**config.mk**
```make
export PLATFORM = sky130hd
export DESIGN_NAME = video_lcd_timing_flat
export DESIGN_NICKNAME = d
export VERILOG_FILES = /design/src/rtl/video_lcd_timing_if.sv /design/src/rtl/video_lcd_timing.sv /design/src/flat_wrapper.sv
export SDC_FILE = /design/constraint.sdc
export NUM_CORES = 1
export LEC_CHECK = 0
export BUFFER_PORTS_ARGS = -buffer_cell sky130_fd_sc_hd__buf_2
export CORE_UTILIZATION = 55
export CTS_CLUSTER_DIAMETER = 30
export DETAILED_ROUTE_END_ITERATION = 8
export GPL_TIMING_DRIVEN = 0
export HOLD_SLACK_MARGIN = 0.1
export PLACE_DENSITY = 0.77
export SYNTH_ARGS = -nofsm -noshare
export SYNTH_HDL_FRONTEND = slang
export SYNTH_SLANG_ARGS = --single-unit
```
**constraint.sdc**
```tcl
create_clock -name iClk -period 3.1 [get_ports iClk]
set_clock_uncertainty 0.15 [all_clocks]
set_input_delay 0 -clock iClk [delete_from_list [all_inputs] [get_ports iClk]]
set_output_delay 0 -clock iClk [all_outputs]
set_load 0.02 [all_outputs]
```
**src/rtl/video_lcd_timing_if.sv**
```systemverilog
`default_nettype none
// ============================================================================
// Module   : video_lcd_timing_if
// Brief    : Pixel stream from the generator into the LCD timing stage.
// Revision : 1.0
// ============================================================================
interface video_lcd_timing_if #(
  parameter int pColorDepth = 16
);
  logic [pColorDepth-1:0] iPixel;
  logic                   iVd;
  logic                   oReady;

  // master = pixel generator, slave = LCD timing stage
  modport master (output iPixel, output iVd, input oReady);
  modport slave  (input iPixel, input iVd, output oReady);
endinterface
`default_nettype wire

```
**src/rtl/video_lcd_timing.sv**
```systemverilog
`default_nettype none
// ============================================================================
// Module   : video_lcd_timing
// Brief    : Pixel FIFO replayed to an LCD panel with run-time HSYNC/VSYNC/DE.
// Revision : 1.0
// ============================================================================
module video_lcd_timing #(
  parameter int pHdisplayWidth = 11,
  parameter int pVdisplayWidth = 11,
  parameter int pColorDepth    = 16,
  parameter int pFifoDepth     = 16
) (
  input  wire                      iClk,
  input  wire                      iRst,
  input  wire                      iCke,
  input  wire [pHdisplayWidth-1:0] iHdisplay,
  input  wire [pHdisplayWidth-1:0] iHfront,
  input  wire [pHdisplayWidth-1:0] iHsync,
  input  wire [pHdisplayWidth-1:0] iHback,
  input  wire [pVdisplayWidth-1:0] iVdisplay,
  input  wire [pVdisplayWidth-1:0] iVfront,
  input  wire [pVdisplayWidth-1:0] iVsync,
  input  wire [pVdisplayWidth-1:0] iVback,
  video_lcd_timing_if.slave        pixIf,
  output logic [pColorDepth-1:0]   oLcdPixel,
  output logic                     oDe,
  output logic                     oHsync,
  output logic                     oVsync,
  output logic                     oUnderflow
);

  localparam int cAddrW = $clog2(pFifoDepth);
  localparam int cCntW  = cAddrW + 1;
  localparam int cHsumW = pHdisplayWidth + 2;
  localparam int cVsumW = pVdisplayWidth + 2;

  localparam logic [cCntW-1:0]          cCntFull = cCntW'(pFifoDepth);
  localparam logic [cCntW-1:0]          cCntHalf = cCntW'(pFifoDepth / 2);
  localparam logic [cCntW-1:0]          cCntOne  = cCntW'(1);
  localparam logic [cAddrW-1:0]         cAddrOne = cAddrW'(1);
  localparam logic [pHdisplayWidth-1:0] cHone    = pHdisplayWidth'(1);
  localparam logic [pVdisplayWidth-1:0] cVone    = pVdisplayWidth'(1);
  localparam logic [cHsumW-1:0]         cHsumOne = cHsumW'(1);
  localparam logic [cVsumW-1:0]         cVsumOne = cVsumW'(1);

  typedef enum logic [0:0] {
    PREFILL = 1'b0,
    RUN     = 1'b1
  } state_t;

  state_t rState;
  state_t wStateNext;

  logic [pColorDepth-1:0]    rMem [pFifoDepth];
  logic [cAddrW-1:0]         rWrPtr;
  logic [cAddrW-1:0]         rRdPtr;
  logic [cCntW-1:0]          rCount;
  logic                      wReady;
  logic                      wPush;
  logic                      wPop;

  logic [pHdisplayWidth-1:0] rHcnt;
  logic [pVdisplayWidth-1:0] rVcnt;
  logic [cHsumW-1:0]         wHcntExt;
  logic [cVsumW-1:0]         wVcntExt;
  logic [cHsumW-1:0]         wHsyncStart;
  logic [cHsumW-1:0]         wHsyncEnd;
  logic [cHsumW-1:0]         wHtotal;
  logic [cVsumW-1:0]         wVsyncStart;
  logic [cVsumW-1:0]         wVsyncEnd;
  logic [cVsumW-1:0]         wVtotal;
  logic                      wHwrap;
  logic                      wVwrap;
  logic                      wDeC;
  logic                      wHsC;
  logic                      wVsC;

  logic                      wDeNext;
  logic                      wHsNext;
  logic                      wVsNext;
  logic                      wUnderflowSet;

  // Timing sums carry two extra bits so four full-scale fields cannot overflow.
  assign wHcntExt    = {2'b00, rHcnt};
  assign wVcntExt    = {2'b00, rVcnt};
  assign wHsyncStart = {2'b00, iHdisplay} + {2'b00, iHfront};
  assign wHsyncEnd   = wHsyncStart + {2'b00, iHsync};
  assign wHtotal     = wHsyncEnd + {2'b00, iHback};
  assign wVsyncStart = {2'b00, iVdisplay} + {2'b00, iVfront};
  assign wVsyncEnd   = wVsyncStart + {2'b00, iVsync};
  assign wVtotal     = wVsyncEnd + {2'b00, iVback};

  assign wHwrap = (wHcntExt == (wHtotal - cHsumOne));
  assign wVwrap = (wVcntExt == (wVtotal - cVsumOne));
  assign wDeC   = (rHcnt < iHdisplay) && (rVcnt < iVdisplay);
  assign wHsC   = (wHcntExt >= wHsyncStart) && (wHcntExt < wHsyncEnd);
  assign wVsC   = (wVcntExt >= wVsyncStart) && (wVcntExt < wVsyncEnd);

  assign wReady       = (rCount < cCntFull);
  assign pixIf.oReady = wReady;
  assign wPush        = pixIf.iVd && wReady;

  always_comb begin
    wStateNext    = rState;
    wDeNext       = 1'b0;
    wHsNext       = 1'b1;
    wVsNext       = 1'b1;
    wPop          = 1'b0;
    wUnderflowSet = 1'b0;
    case (rState)
      PREFILL: begin
        if (rCount >= cCntHalf) begin
          wStateNext = RUN;
        end
      end
      RUN: begin
        wDeNext       = wDeC;
        wHsNext       = ~wHsC;
        wVsNext       = ~wVsC;
        wPop          = wDeC && (rCount != '0);
        wUnderflowSet = wDeC && (rCount == '0);
      end
      default: wStateNext = PREFILL;
    endcase
  end

  always_ff @(posedge iClk or negedge iRst) begin
    if (!iRst) begin
      rState <= PREFILL;
    end else if (iCke) begin
      rState <= wStateNext;
    end
  end

  // Storage has no reset; the pointers and count define what is valid.
  always_ff @(posedge iClk) begin
    if (iCke && wPush) begin
      rMem[rWrPtr] <= pixIf.iPixel;
    end
  end

  always_ff @(posedge iClk or negedge iRst) begin
    if (!iRst) begin
      rWrPtr <= '0;
      rRdPtr <= '0;
      rCount <= '0;
    end else if (iCke) begin
      if (wPush) begin
        rWrPtr <= rWrPtr + cAddrOne;
      end
      if (wPop) begin
        rRdPtr <= rRdPtr + cAddrOne;
      end
      case ({wPush, wPop})
        2'b10:   rCount <= rCount + cCntOne;
        2'b01:   rCount <= rCount - cCntOne;
        default: rCount <= rCount;
      endcase
    end
  end

  always_ff @(posedge iClk or negedge iRst) begin
    if (!iRst) begin
      rHcnt <= '0;
      rVcnt <= '0;
    end else if (iCke) begin
      if (rState != RUN) begin
        rHcnt <= '0;
        rVcnt <= '0;
      end else if (wHwrap) begin
        rHcnt <= '0;
        rVcnt <= wVwrap ? '0 : (rVcnt + cVone);
      end else begin
        rHcnt <= rHcnt + cHone;
      end
    end
  end

  // Pixel and sync outputs share one register stage so they stay aligned.
  always_ff @(posedge iClk or negedge iRst) begin
    if (!iRst) begin
      oLcdPixel  <= '0;
      oDe        <= 1'b0;
      oHsync     <= 1'b1;
      oVsync     <= 1'b1;
      oUnderflow <= 1'b0;
    end else if (iCke) begin
      oLcdPixel <= wPop ? rMem[rRdPtr] : '0;
      oDe       <= wDeNext;
      oHsync    <= wHsNext;
      oVsync    <= wVsNext;
      if (wUnderflowSet) begin
        oUnderflow <= 1'b1;
      end
    end
  end

endmodule
`default_nettype wire

```
**src/flat_wrapper.sv**
```systemverilog
// flat-port wrapper written by rule: the top's interface ports become plain ports
module video_lcd_timing_flat 
#(
  parameter int pHdisplayWidth = 11,
  parameter int pVdisplayWidth = 11,
  parameter int pColorDepth    = 16,
  parameter int pFifoDepth     = 16
)
  (iClk, iRst, iCke, iHdisplay, iHfront, iHsync, iHback, iVdisplay, iVfront, iVsync, iVback, oLcdPixel, oDe, oHsync, oVsync, oUnderflow, pixIf_iPixel, pixIf_iVd, pixIf_oReady);
  video_lcd_timing_if #(.pColorDepth(pColorDepth)) pixIf_i ();
  input  wire iClk;
  input  wire iRst;
  input  wire iCke;
  input  wire [pHdisplayWidth-1:0] iHdisplay;
  input  wire [pHdisplayWidth-1:0] iHfront;
  input  wire [pHdisplayWidth-1:0] iHsync;
  input  wire [pHdisplayWidth-1:0] iHback;
  input  wire [pVdisplayWidth-1:0] iVdisplay;
  input  wire [pVdisplayWidth-1:0] iVfront;
  input  wire [pVdisplayWidth-1:0] iVsync;
  input  wire [pVdisplayWidth-1:0] iVback;
  output logic [pColorDepth-1:0] oLcdPixel;
  output logic oDe;
  output logic oHsync;
  output logic oVsync;
  output logic oUnderflow;
  input wire logic [$bits(pixIf_i.iPixel)-1:0] pixIf_iPixel;
  input wire logic [$bits(pixIf_i.iVd)-1:0] pixIf_iVd;
  output wire logic [$bits(pixIf_i.oReady)-1:0] pixIf_oReady;
  assign pixIf_i.iPixel = pixIf_iPixel;
  assign pixIf_i.iVd = pixIf_iVd;
  assign pixIf_oReady = pixIf_i.oReady;
  video_lcd_timing #(.pHdisplayWidth(pHdisplayWidth), .pVdisplayWidth(pVdisplayWidth), .pColorDepth(pColorDepth), .pFifoDepth(pFifoDepth)) u_core (.iClk(iClk), .iRst(iRst), .iCke(iCke), .iHdisplay(iHdisplay), .iHfront(iHfront), .iHsync(iHsync), .iHback(iHback), .iVdisplay(iVdisplay), .iVfront(iVfront), .iVsync(iVsync), .iVback(iVback), .pixIf(pixIf_i), .oLcdPixel(oLcdPixel), .oDe(oDe), .oHsync(oHsync), .oVsync(oVsync), .oUnderflow(oUnderflow));
endmodule
```
---- Word-level counts from Yosys, hierarchy flattened ----
Memory sizes are Yosys's and may differ from the RTL's.
Cells that the tools add are included.
word-level totals
  input port bits ......................... 108
  memories kept ........................... 1
  latch bits .............................. 0
  memory bits (read-only) ................. 0
  output and inout port bits .............. 21
  logic and storage cells ................. 72
  RAM bits ................................ 256
  flip-flop bits (word level) ............. 56
operators by class
  multiplexer cells ....................... 16
  bitwise operators ....................... 2
  $add $sub $neg .......................... 14
  $mul .................................... 0
  shifts and indexed selects .............. 0
  eq/ne operators ......................... 5
  order comparisons ....................... 8
  reductions and logical operators ........ 15
  div/mod/pow operators ................... 0
memories
  memory       words  width  rd ports  clocked after memory_dff  write ports  line                    RTL
  u_core.rMem  16     16     1         0                         1            video_lcd_timing.sv:54  logic [pColorDepth-1:0] rMem [pFifoDepth];
operator list
  cell                                                 number
  two-way mux 11 bit                                   5
  adder 13 x 11 -> 13 bit                              4
  equality test 11 x 13 -> 1 bit                       2
  >= comparator 11 x 13 -> 1 bit                       2
  < comparator 11 x 13 -> 1 bit                        2
  subtractor 13 x 1 -> 13 bit, second input constant   2
  adder 11 x 11 -> 12 bit                              2
  adder 11 x 1 -> 11 bit, second input constant        2
  < comparator 11 bit                                  2
  two-way mux 16 bit                                   1
  one-hot mux 5 bit (2 select lines)                   1
  AND reduction 2 bit                                  5
  two-way mux 1 bit                                    9
  adder 4 x 1 -> 4 bit, second input constant          2
  logical AND 1 bit                                    7
  adder 5 x 1 -> 5 bit, second input constant          1
  >= comparator 5 x 4 -> 1 bit, second input constant  1
  logical NOT 5 bit                                    1
  < comparator 5 bit, second input constant            1
  nonzero test 5 bit                                   1
  subtractor 5 x 1 -> 5 bit, second input constant     1
  equality test 2 x 1 -> 1 bit, second input constant  1
  equality test 2 bit, second input constant           1
  inequality test 2 bit, second input constant         1
  2 further kinds                                      3

---- Longest topological paths before layout ----
Gate-level depths: netlist of run 1.
  depth after elaboration ................. 8
  gate-level depth with buffers ........... 28

---- Worst setup path before layout of run 1 ----
No wires, ideal clock.
  path kind ............................... input -> register
  start point ............................. in iVdisplay[0]
  end point ............................... reg u_core.rVcnt[3]
  required time ........................... 2.820 ns
  slack ................................... -1.908 ns
  data arrival time ....................... 4.728 ns
  stages on the path ...................... 28
  cells stage by stage .................... ha_1 -> fa_1 -> a21o_1 -> a21oi_1 -> o21bai_1 -> a21oi_1 -> xnor2_1 -> ha_1 -> nand3_1 -> o211a_1 -> a21oi_1 -> a21o_1 -> nand2_1 -> nand2_1 -> xnor2_1 -> ha_1 -> inv_1 -> ha_1 -> clkbuf_1 -> and3b_1 -> a2111oi_0 -> o2111a_1 -> nand4_1 -> nor4_1 -> o2111ai_1 -> buf_2 -> o211ai_1 -> o21ai_0
on the way
  cells in the longest elaborated chain, start to end .. 8
RTL lines
  element                         line                     RTL
  start, declared                 flat_wrapper.sv:18       input wire [pVdisplayWidth-1:0] iVdisplay;
  adder 11 x 11 -> 12 bit         video_lcd_timing.sv:89   assign wVsyncStart = {2'b00, iVdisplay} + {2'b00, iVfront};
  adder 13 x 11 -> 13 bit         video_lcd_timing.sv:90   assign wVsyncEnd = wVsyncStart + {2'b00, iVsync};
  adder 13 x 11 -> 13 bit         video_lcd_timing.sv:91   assign wVtotal = wVsyncEnd + {2'b00, iVback};
  subtractor 13 x 1 -> 13 bit     video_lcd_timing.sv:94   assign wVwrap = (wVcntExt == (wVtotal - cVsumOne));
  equality test 11 x 13 -> 1 bit  video_lcd_timing.sv:94
  two-way mux 11 bit              video_lcd_timing.sv:172  rVcnt <= wVwrap ? '0 : (rVcnt + cVone);
  two-way mux 11 bit              video_lcd_timing.sv:170  end else if (wHwrap) begin
  two-way mux 11 bit              video_lcd_timing.sv:167  if (rState != RUN) begin
  end signal, assigned            video_lcd_timing.sv:172
  end, declared                   video_lcd_timing.sv:63   logic [pVdisplayWidth-1:0] rVcnt;
No other way between the ends. The select of a mux whose other input is x is not followed.
A chain may end at the register's enable or synchronous reset.

---- Worst setup path after layout of run 1 ----
  start point ............................. in iHdisplay[0]
  end point ............................... reg u_core.rHcnt[0]
on the way
  cells in the longest elaborated chain, start to end .. 7
RTL lines
  element                         line                     RTL
  start, declared                 flat_wrapper.sv:14       input wire [pHdisplayWidth-1:0] iHdisplay;
  adder 11 x 11 -> 12 bit         video_lcd_timing.sv:86   assign wHsyncStart = {2'b00, iHdisplay} + {2'b00, iHfront};
  adder 13 x 11 -> 13 bit         video_lcd_timing.sv:87   assign wHsyncEnd = wHsyncStart + {2'b00, iHsync};
  adder 13 x 11 -> 13 bit         video_lcd_timing.sv:88   assign wHtotal = wHsyncEnd + {2'b00, iHback};
  subtractor 13 x 1 -> 13 bit     video_lcd_timing.sv:93   assign wHwrap = (wHcntExt == (wHtotal - cHsumOne));
  equality test 11 x 13 -> 1 bit  video_lcd_timing.sv:93
  two-way mux 11 bit              video_lcd_timing.sv:170
  two-way mux 11 bit              video_lcd_timing.sv:167
  end signal, assigned            video_lcd_timing.sv:174  rHcnt <= rHcnt + cHone;
  end, declared                   video_lcd_timing.sv:62   logic [pHdisplayWidth-1:0] rHcnt;
No other way between the ends.

==> impl_metrics.sql, run 1 <==
INSERT INTO impl_metrics (metric_group, metric, value, unit) VALUES
('finish', 'antenna_cells_inserted', '0', ''),
('worst_setup_path', 'critical_path_arrival', '5110', 'ps'),
('synthesis', 'yosysWarnings', '0', ''),
('grt', 'gr-max-usage-layer', 'met2', ''),
('clock_tree', 'cts.reportedPaths.clkPinSlew', '50', 'ps'),
('grt', 'grt_pass1_vias', '12700', ''),
('drt', 'remaining_drc_errors', '0', ''),
('power', 'vdd_ir_drop_max', '0.528', 'mV'),
('clock_tree', 'clk_latency', '540', 'ps'),
('drt', 'ant_nets', '0', ''),
('finish', 'area.growth.synth_to_final', '25.9', '%'),
('power', 'power_density', '897', 'mW/mm2'),
('die', 'die_height', '181', 'um'),
('clock_tree', 'clk_root_buffer_cell', 'sky130_fd_sc_hd__clkbuf_16', ''),
('place', 'detailedPlace.worstSlack', '-2330', 'ps'),
('synthesis', 'syn-instance-count', '1341', ''),
('timing', 'timing.final.crit_share', '155', '%'),
('clock_tree', 'htree_levels', '2', ''),
('job', 'maxCapViolations', '0', ''),
('finish', 'leading_cell_type_in_the_layout_fill_and_taps_excluded', 'sky130_fd_sc_hd__edfxtp_1', ''),
('place', 'dp.final_hpwl', '28400', 'um'),
('synthesis', 'synth_area_leaders', 'sky130_fd_sc_hd__edfxtp_1 44%, sky130_fd_sc_hd__ha_1 11%, sky130_fd_sc_hd__mux4_2 10%, sky130_fd_sc_hd__dfrtp_1 7.7%, sky130_fd_sc_hd__inv_1 3.5%', ''),
('synthesis', 'synthFlopType', 'sky130_fd_sc_hd__edfxtp_1', ''),
('worst_hold_path', 'hold_path.startpoint', 'iHsync[10]', ''),
('timing', 'timing.slew.headroom', '14.3', '%'),
('place', 'place_congestion', '0.894', ''),
('worst_setup_path', 'worstPathMaxFanout', '6', ''),
('synthesis', 'postSynthRegisterBits', '312', ''),
('grt', 'antenna_found_initial', '0', ''),
('grt', 'grt_pass1_wl', '69900', 'um'),
('synthesis', 'synth_fa_ha_area_share', '11.8', '%'),
('synthesis', 'synthXorXnorAreaFrac', '4.24', '%'),
('drt', 'vias', '12400', ''),
('place', 'port_buffers', '128', ''),
('timing', 'drv_slew', '0', ''),
('grt', 'globalRouteMet1Util', '35.1', '%'),
('die', 'placement_rows', '65', ''),
('timing', 'worst-slew-pin-transition', '1290', 'ps'),
('worst_setup_path', 'required_time_of_the_critical_path', '3400', 'ps'),
('outcome', 'outcome', 'complete, but fails checks', ''),
('timing', 'report.final.setup_viol', '26', ''),
('clock_tree', 'clock_sinks', '312', ''),
('timing', 'postLayoutSetupSlackWorst', '-1720', 'ps'),
('worst_setup_path', 'path_class', 'in -> reg', ''),
('synthesis', 'synthMuxAreaShare', '10.5', '%'),
('grt', 'globalRouteMet2Util', '49.8', '%'),
('die', 'start_util', '55.7', '%'),
('clock_tree', 'cts_inserted_buffers', '50', ''),
('synthesis', 'post_synth_and_or_nand_nor_area_fraction', '7.33', '%'),
('worst_setup_path', 'reg2reg_from', 'u_core.rVcnt[9]', ''),
('grt', 'global_route.overflow_total', '0', ''),
('grt', 'grt.total_usage', '28.2', '%'),
('finish', 'num-nets-final', '1873', ''),
('synthesis', 'synth.lib_cells_used.distinct', '71', ''),
('timing', 'max_freq', '208', 'MHz'),
('synthesis', 'synth_compound_area_share', '9.86', '%'),
('clock_tree', 'tritoncts', 'done', ''),
('synthesis', 'postSynthNetCount', '1609', ''),
('synthesis', 'netlist_area', '0.0175', 'mm2'),
('synthesis', 'main_combinational_cell_family_by_area_after_synthesis', 'adder cells', ''),
('die', 'die_x', '181', 'um'),
('synthesis', 'yosysTopAreaCell', 'sky130_fd_sc_hd__edfxtp_1', ''),
('outcome', 'violations_in_the_final_reports', 'negative setup slack', ''),
('worst_setup_path', 'setup.worst_path.start_class', 'primary input', ''),
('synthesis', 'synth_top_cell_area_share', '43.8', '%'),
('place', 'dp_cells', '1871', ''),
('drt', 'initialDrtViolationCount', '859', ''),
('finish', 'final_cell_mix', '256 x sky130_fd_sc_hd__edfxtp_1, 159 x sky130_fd_sc_hd__inv_1, 128 x sky130_fd_sc_hd__buf_2', ''),
('grt', 'largest_net_degree_at_the_start_of_global_routing', '57', ''),
('worst_setup_path', 'endpoint_kind', 'flop', ''),
('finish', 'layout.cells.non_filler', '2047', '');
==> critical path, stage by stage <==
cell	delay [ps]
sky130_fd_sc_hd__buf_8	100
sky130_fd_sc_hd__ha_4	160
sky130_fd_sc_hd__fa_2	390
sky130_fd_sc_hd__a21o_1	190
sky130_fd_sc_hd__a21oi_2	190
sky130_fd_sc_hd__o21bai_1	140
sky130_fd_sc_hd__a21oi_2	240
sky130_fd_sc_hd__xnor2_2	210
sky130_fd_sc_hd__ha_4	220
sky130_fd_sc_hd__a2111o_1	140
sky130_fd_sc_hd__a21oi_4	50
sky130_fd_sc_hd__or3_4	400
sky130_fd_sc_hd__xor2_2	160
sky130_fd_sc_hd__ha_1	290
sky130_fd_sc_hd__inv_2	50
sky130_fd_sc_hd__ha_4	230
sky130_fd_sc_hd__a211oi_2	210
sky130_fd_sc_hd__o21ai_1	130
sky130_fd_sc_hd__a31oi_2	230
sky130_fd_sc_hd__mux2i_1	220
sky130_fd_sc_hd__o311a_1	220
sky130_fd_sc_hd__and4b_1	210
sky130_fd_sc_hd__buf_6	130
sky130_fd_sc_hd__or4b_1	520
sky130_fd_sc_hd__o21ai_1	90
==> worst paths after layout <==
path,endpoint,slack (ps),cells after the start
worst max-delay path,u_core.rHcnt[0],-1720,25
worst min-delay path,u_core.oHsync,40,6
worst max register to register,u_core.rCount[4],-160,16
worst min register to register,u_core.oUnderflow,350,1
max in group asynchronous,u_core.rVcnt[9],1710,3
min in group asynchronous,u_core.rHcnt[1],520,3
==> layer usage <==
layer  share of wire [%]  routed length (um)
met3                 6.3                2900
met4                 3.4                1580
met1                  39               18000
met2                  51               23500
met5                   0                   0
==> area by class of cell <==
type | count | area, um2
clock buffer | 60 | 1330
multi-input combinational | 826 | 8510
sequential | 312 | 9110
timing repair buffer | 215 | 1450
clock inverter | 32 | 348
inverter | 165 | 622
fill | 2117 | 9390
tap | 402 | 503
buffer | 35 | 216
==> power breakdown <==
group | internal (W) | switching [W] | total [W] | leakage, nW
Sequential | 0.00492 | 0.000348 | 0.00527 | 2.97
Clock | 0.00351 | 0.00199 | 0.00550 | 0.817
Combinational | 0.00430 | 0.00474 | 0.00904 | 5.19
==> cells in the mapped netlist (3+ instances only) <==
master	number
sky130_fd_sc_hd__a2111o_1	3
sky130_fd_sc_hd__a2111oi_0	5
sky130_fd_sc_hd__a211o_1	7
sky130_fd_sc_hd__a211oi_1	9
sky130_fd_sc_hd__a21boi_0	3
sky130_fd_sc_hd__a21o_1	27
sky130_fd_sc_hd__a21oi_1	50
sky130_fd_sc_hd__a22oi_1	4
sky130_fd_sc_hd__a31oi_1	4
sky130_fd_sc_hd__and2_1	21
sky130_fd_sc_hd__and3_1	14
sky130_fd_sc_hd__buf_1	4
sky130_fd_sc_hd__buf_2	7
sky130_fd_sc_hd__clkbuf_1	23
sky130_fd_sc_hd__dfrtp_1	54
sky130_fd_sc_hd__edfxtp_1	256
sky130_fd_sc_hd__fa_1	7
sky130_fd_sc_hd__ha_1	153
sky130_fd_sc_hd__inv_1	165
sky130_fd_sc_hd__mux4_2	80
sky130_fd_sc_hd__nand2_1	48
sky130_fd_sc_hd__nand2b_1	17
sky130_fd_sc_hd__nand3_1	18
sky130_fd_sc_hd__nand4_1	13
sky130_fd_sc_hd__nand4b_1	3
sky130_fd_sc_hd__nor2_1	44
sky130_fd_sc_hd__nor2b_1	6
sky130_fd_sc_hd__nor3_1	31
sky130_fd_sc_hd__nor4_1	3
sky130_fd_sc_hd__o2111ai_1	7
sky130_fd_sc_hd__o211a_1	6
sky130_fd_sc_hd__o211ai_1	17
sky130_fd_sc_hd__o21a_1	10
sky130_fd_sc_hd__o21ai_0	43
sky130_fd_sc_hd__o21ai_2	4
sky130_fd_sc_hd__o21bai_1	6
sky130_fd_sc_hd__o221ai_1	5
sky130_fd_sc_hd__o22ai_1	21
sky130_fd_sc_hd__o311a_1	3
sky130_fd_sc_hd__o41ai_1	3
sky130_fd_sc_hd__or2_2	10
sky130_fd_sc_hd__or3_1	3
sky130_fd_sc_hd__or4_1	4
sky130_fd_sc_hd__xnor2_1	51
sky130_fd_sc_hd__xor2_1	34
==> cell families after synthesis <==
group	after synthesis
flops	312
mux	83
compound gates	251
xor+xnor	85
simple gates	246
buf+inv	203
fa+ha+maj	161
==> stage by stage <==
step / cell area [um2] / setup TNS [ps] / hold slack [ps] / util, % / total power [W]
2_1_floorplan: 17700 / -33780 / -446 / - / 0.0112
3_3_place_gp: 18900 / -51430 / 220 / 59.9 / 0.0128
3_5_place_dp: 18900 / -53070 / 233 / 59.9 / 0.0131
4_1_cts: 21600 / -33710 / -1.69 / 68.7 / 0.0194
5_1_grt: 22100 / -41510 / 84.7 / 70.2 / 0.0209
6_report: 22100 / -36190 / 42.0 / 70.2 / 0.0198
==> what timing repair did <==
action,CTS,global route
buffers inserted,43,21
hold buffers,21,1
endpoints found under the hold margin,334,34
gates cloned,2,1
setup endpoints to repair,39,43
pin swaps,81,58
gates resized for setup,109,68
==> flip-flops by register name, indices dropped and copies added, names as in the netlist <==
register           count
u_core.rMem          256
u_core.rCount          5
u_core.rHcnt          11
u_core.rRdPtr          4
u_core.oLcdPixel      16
u_core.rVcnt          11
u_core.oDe             1
u_core.rWrPtr          4
u_core.oHsync          1
u_core.rState          1
u_core.oVsync          1
u_core.oUnderflow      1
(Power assumes the default switching activity.)
==> run 2: changes to the inputs <==
--- a/config.mk
+++ b/config.mk
@@ -6,12 +6,12 @@
 export NUM_CORES = 1
 export LEC_CHECK = 0
 export BUFFER_PORTS_ARGS = -buffer_cell sky130_fd_sc_hd__buf_2
-export CORE_UTILIZATION = 55
+export CORE_UTILIZATION = 60
 export CTS_CLUSTER_DIAMETER = 30
 export DETAILED_ROUTE_END_ITERATION = 8
 export GPL_TIMING_DRIVEN = 0
 export HOLD_SLACK_MARGIN = 0.1
-export PLACE_DENSITY = 0.77
+export PLACE_DENSITY = 0.79
 export SYNTH_ARGS = -nofsm -noshare
 export SYNTH_HDL_FRONTEND = slang
 export SYNTH_SLANG_ARGS = --single-unit
==> constraint.sdc (replaced) <==
create_clock -name iClk -period 5.8 [get_ports iClk]
set_clock_uncertainty 0.15 [all_clocks]
set_input_delay 0 -clock iClk [delete_from_list [all_inputs] [get_ports iClk]]
set_output_delay 0 -clock iClk [all_outputs]
set_load 0.02 [all_outputs]
==> run 2 against run 1 <==
Against the previous run:
- the run now ends clean
- worst hold slack better by 140 ps
- global-route usage grew 1.6 points
- combinational power is 54% lower
- die area decreased by 8.2%
- power shrank 50%
- final area is 6.6% lower
- routed wire length decreased by 5.1%
- largest cell class unchanged
- clock-buffer cell count is 8 lower
- first-iteration DRC count is 8.7% higher
- sequential cell count stayed put
- utilization grew 1.7 points
- clock power fell by 45%
==> impl_metrics.sql, run 2 (synthesis gave the netlist of run 1 again) <==
INSERT INTO impl_metrics (metric_group, metric, value, unit) VALUES
('clock_tree', 'tritoncts', 'done', ''),
('finish', 'fillers', '1942', ''),
('drt', 'wirelength', '43700', 'um'),
('worst_setup_path', 'worstPathMaxFanout', '10', ''),
('timing', 'rsz0062_at_grt', 'false', ''),
('grt', 'antenna_found_initial', '0', ''),
('clock_tree', 'htree_levels', '2', ''),
('clock_tree', 'clk_root_buffer_cell', 'sky130_fd_sc_hd__clkbuf_16', ''),
('power', 'power.clock.fraction', '30.1', '%'),
('finish', 'num-nets-final', '1812', ''),
('worst_hold_path', 'hold_path_class', 'in -> reg', ''),
('grt', 'grt_pass1_wl', '68100', 'um'),
('job', 'maxCapViolations', '0', ''),
('timing', 'timing.final.crit_share', '92.7', '%'),
('timing', 'report.final.setup_viol', '0', ''),
('finish', 'final_area', '0.0206', 'mm2'),
('place', 'postPlaceCellArea', '0.0187', 'mm2'),
('timing', 'max_freq', '186', 'MHz'),
('worst_hold_path', 'timing.hold.worst_endpoint', 'u_core.oUnderflow', ''),
('place', 'port_buffers', '128', ''),
('finish', 'area.growth.synth_to_final', '17.6', '%'),
('power', 'power_density', '483', 'mW/mm2'),
('die', 'die_x', '173', 'um'),
('finish', 'antenna_cells_inserted', '0', ''),
('die', 'pin_count', '129', ''),
('die', 'floorplan.core_area', '0.0287', 'mm2'),
('power', 'total_leakage_power', '8.49', 'nW'),
('finish', 'flip_flop_count_of_the_largest_register_after_layout', '256', ''),
('die', 'placement_rows', '62', ''),
('drt', 'vias', '12000', ''),
('power', 'vdd_ir_drop_max', '0.364', 'mV'),
('drt', 'via_per_inst', '6.10', ''),
('outcome', 'outcome', 'completed', ''),
('drt', 'ant_nets', '0', ''),
('worst_hold_path', 'hold_path.startpoint', 'iHdisplay[10]', ''),
('finish', 'leading_cell_type_in_the_layout_fill_and_taps_excluded', 'sky130_fd_sc_hd__edfxtp_1', ''),
('worst_hold_path', 'min_delay_path_depth', '9', ''),
('die', 'die_area', '0.0299', 'mm2'),
('grt', 'largest_net_degree_at_the_start_of_global_routing', '57', ''),
('timing', 'worst-slew-pin-transition', '1270', 'ps'),
('place', 'detailedPlace.worstSlack', '-29.6', 'ps'),
('timing', 'smallest_hold_slack', '179', 'ps'),
('worst_setup_path', 'setup.worst_path.start_class', 'primary input', ''),
('timing', 'drv_slew', '0', ''),
('finish', 'max_flop_register', 'u_core.rMem', ''),
('finish', 'fraction_of_final_layout_cells_with_drive_strength_greater_than_1', '20.7', '%'),
('finish', 'final_cell_mix', '256 x sky130_fd_sc_hd__edfxtp_1, 165 x sky130_fd_sc_hd__inv_1, 153 x sky130_fd_sc_hd__ha_1', ''),
('die', 'die_height', '173', 'um'),
('worst_setup_path', 'rr_worst_depth', '16', ''),
('timing', 'finalSetupTns', '0', 'ps'),
('timing', 'final_period_minus_worst_setup_slack', '5380', 'ps'),
('power', 'netSwitchingPower', '0.00359', 'W'),
('worst_setup_path', 'critical_path_arrival', '5650', 'ps'),
('finish', 'multi_input_area', '0.00766', 'mm2'),
('drt', 'routedWlPerCell', '22.2', 'um'),
('worst_setup_path', 'reg2reg_setup_slack', '1880', 'ps'),
('drt', 'initialDrtViolationCount', '934', ''),
('power', 'pwr-share-comb', '41.4', '%'),
('die', 'start_util', '61.1', '%'),
('power', 'power', '0.00996', 'W'),
('worst_setup_path', 'ff_to_ff_end', 'u_core.rCount[4]', ''),
('clock_tree', 'clk_latency', '560', 'ps'),
('worst_setup_path', 'required_time_of_the_critical_path', '6070', 'ps'),
('clock_tree', 'cts.reportedPaths.clkPinSlew', '50', 'ps'),
('worst_setup_path', 'endpoint_kind', 'flop', ''),
('timing', 'hold_violations', '0', ''),
('timing', 'postLayoutSetupSlackWorst', '424', 'ps'),
('worst_setup_path', 'reg2reg_from', 'u_core.rVcnt[1]', ''),
('drt', 'remaining_drc_errors', '0', ''),
('place', 'dp.final_hpwl', '27700', 'um'),
('timing', 'timing.slew.headroom', '15.7', '%'),
('finish', 'reg_top3', 'u_core.rMem: 256 flops, u_core.oLcdPixel: 16 flops', ''),
('power', 'power.share.sequential', '28.5', '%'),
('grt', 'grt.total_usage', '29.8', '%'),
('place', 'place_congestion', '0.908', ''),
('drt', 'first_pass_iters', '5', ''),
('grt', 'global_route.overflow_total', '0', ''),
('clock_tree', 'cts_inserted_buffers', '47', ''),
('clock_tree', 'clock_sinks', '312', ''),
('power', 'power_report.internal_total', '0.00637', 'W'),
('worst_setup_path', 'path_class', 'in -> reg', ''),
('grt', 'grt_pass1_vias', '12300', ''),
('power', 'sw_ratio', '36.0', '%'),
('clock_tree', 'post-cts-setup-buffers', '0', ''),
('clock_tree', 'clock_path_buffers', '3', ''),
('finish', 'layout.area.seq', '0.00909', 'mm2');
-- run 2: worst max-delay path, stage by stage --
cell and delay, ps:
sky130_fd_sc_hd__buf_2 120, sky130_fd_sc_hd__ha_1 220, sky130_fd_sc_hd__fa_1 410, sky130_fd_sc_hd__a21o_1 180, sky130_fd_sc_hd__a21oi_1 220, sky130_fd_sc_hd__o21bai_1 90
sky130_fd_sc_hd__a21oi_1 210, sky130_fd_sc_hd__xnor2_1 190, sky130_fd_sc_hd__ha_1 300, sky130_fd_sc_hd__a2111oi_0 100, sky130_fd_sc_hd__o31a_1 140, sky130_fd_sc_hd__o41ai_1 660
sky130_fd_sc_hd__nand2_1 120, sky130_fd_sc_hd__nand2_1 90, sky130_fd_sc_hd__a21oi_1 70, sky130_fd_sc_hd__xnor2_1 170, sky130_fd_sc_hd__ha_1 330, sky130_fd_sc_hd__clkbuf_2 190
sky130_fd_sc_hd__and3b_1 200, sky130_fd_sc_hd__a2111oi_0 420, sky130_fd_sc_hd__o2111a_1 240, sky130_fd_sc_hd__nand4_1 100, sky130_fd_sc_hd__nor4_1 240, sky130_fd_sc_hd__o2111ai_1 190
sky130_fd_sc_hd__buf_2 240, sky130_fd_sc_hd__o211ai_1 100, sky130_fd_sc_hd__o21ai_0 100
-- run 2: how the worst max path moves through the flow --
stage                 startpoint              end  slack (ps)  cells past startpoint
global route        iVdisplay[0]  u_core.rVcnt[2]          70                     27
floorplan           iVdisplay[0]  u_core.rVcnt[3]         790                     28
finish              iVdisplay[0]  u_core.rVcnt[4]         420                     27
global placement    iVdisplay[0]  u_core.rVcnt[4]          20                     29
detailed placement  iVdisplay[0]  u_core.rVcnt[4]         -30                     27
CTS                 iVdisplay[0]  u_core.rVcnt[4]         480                     27
-- run 2: timing repair --
item | CTS | global route
resized for setup | 0 | 0
hold buffers | 25 | 1
endpoints found under the hold margin | 333 | 54
-- run 2: area by class of cell --
| cell class | instances | area share (%) |
|---|---|---|
| clock inverter | 36 | 2.31 |
| inverter | 165 | 3.00 |
| timing repair buffer | 154 | 4.38 |
| sequential | 312 | 44.1 |
| buffer | 38 | 0.831 |
| multi-input combinational | 826 | 37.1 |
| tap | 384 | 2.33 |
| clock buffer | 52 | 5.94 |
-- run 2: through the flow --
stage               instances  utilization [%]
finish                   1967             71.9
global placement         1853             65.0
global route             1967             71.9
floorplan                1341                -
detailed placement       1853             65.0
CTS                      1966             71.8
-- run 2: power groups by stage --
| stage | Sequential (W) | Clock, W | Combinational, W |
|---|---|---|---|
| final | 0.00283 | 0.00300 | 0.00412 |
| after floorplan | 0.00286 | 0 | 0.00300 |
| after global routing | 0.00285 | 0.00311 | 0.00455 |
| after global placement | 0.00285 | 0 | 0.00389 |
| after CTS | 0.00283 | 0.00302 | 0.00412 |
| after detailed placement | 0.00286 | 0 | 0.00403 |
-- run 2: per-layer routing --
metal	wire length (um)	global-route usage [%]	up-vias
met3	2620	4.18	116
met1	17500	38.2	5902
li1	-	-	5476
met2	22000	51.5	502
met4	1560	11.4	0
met5	0	0	-
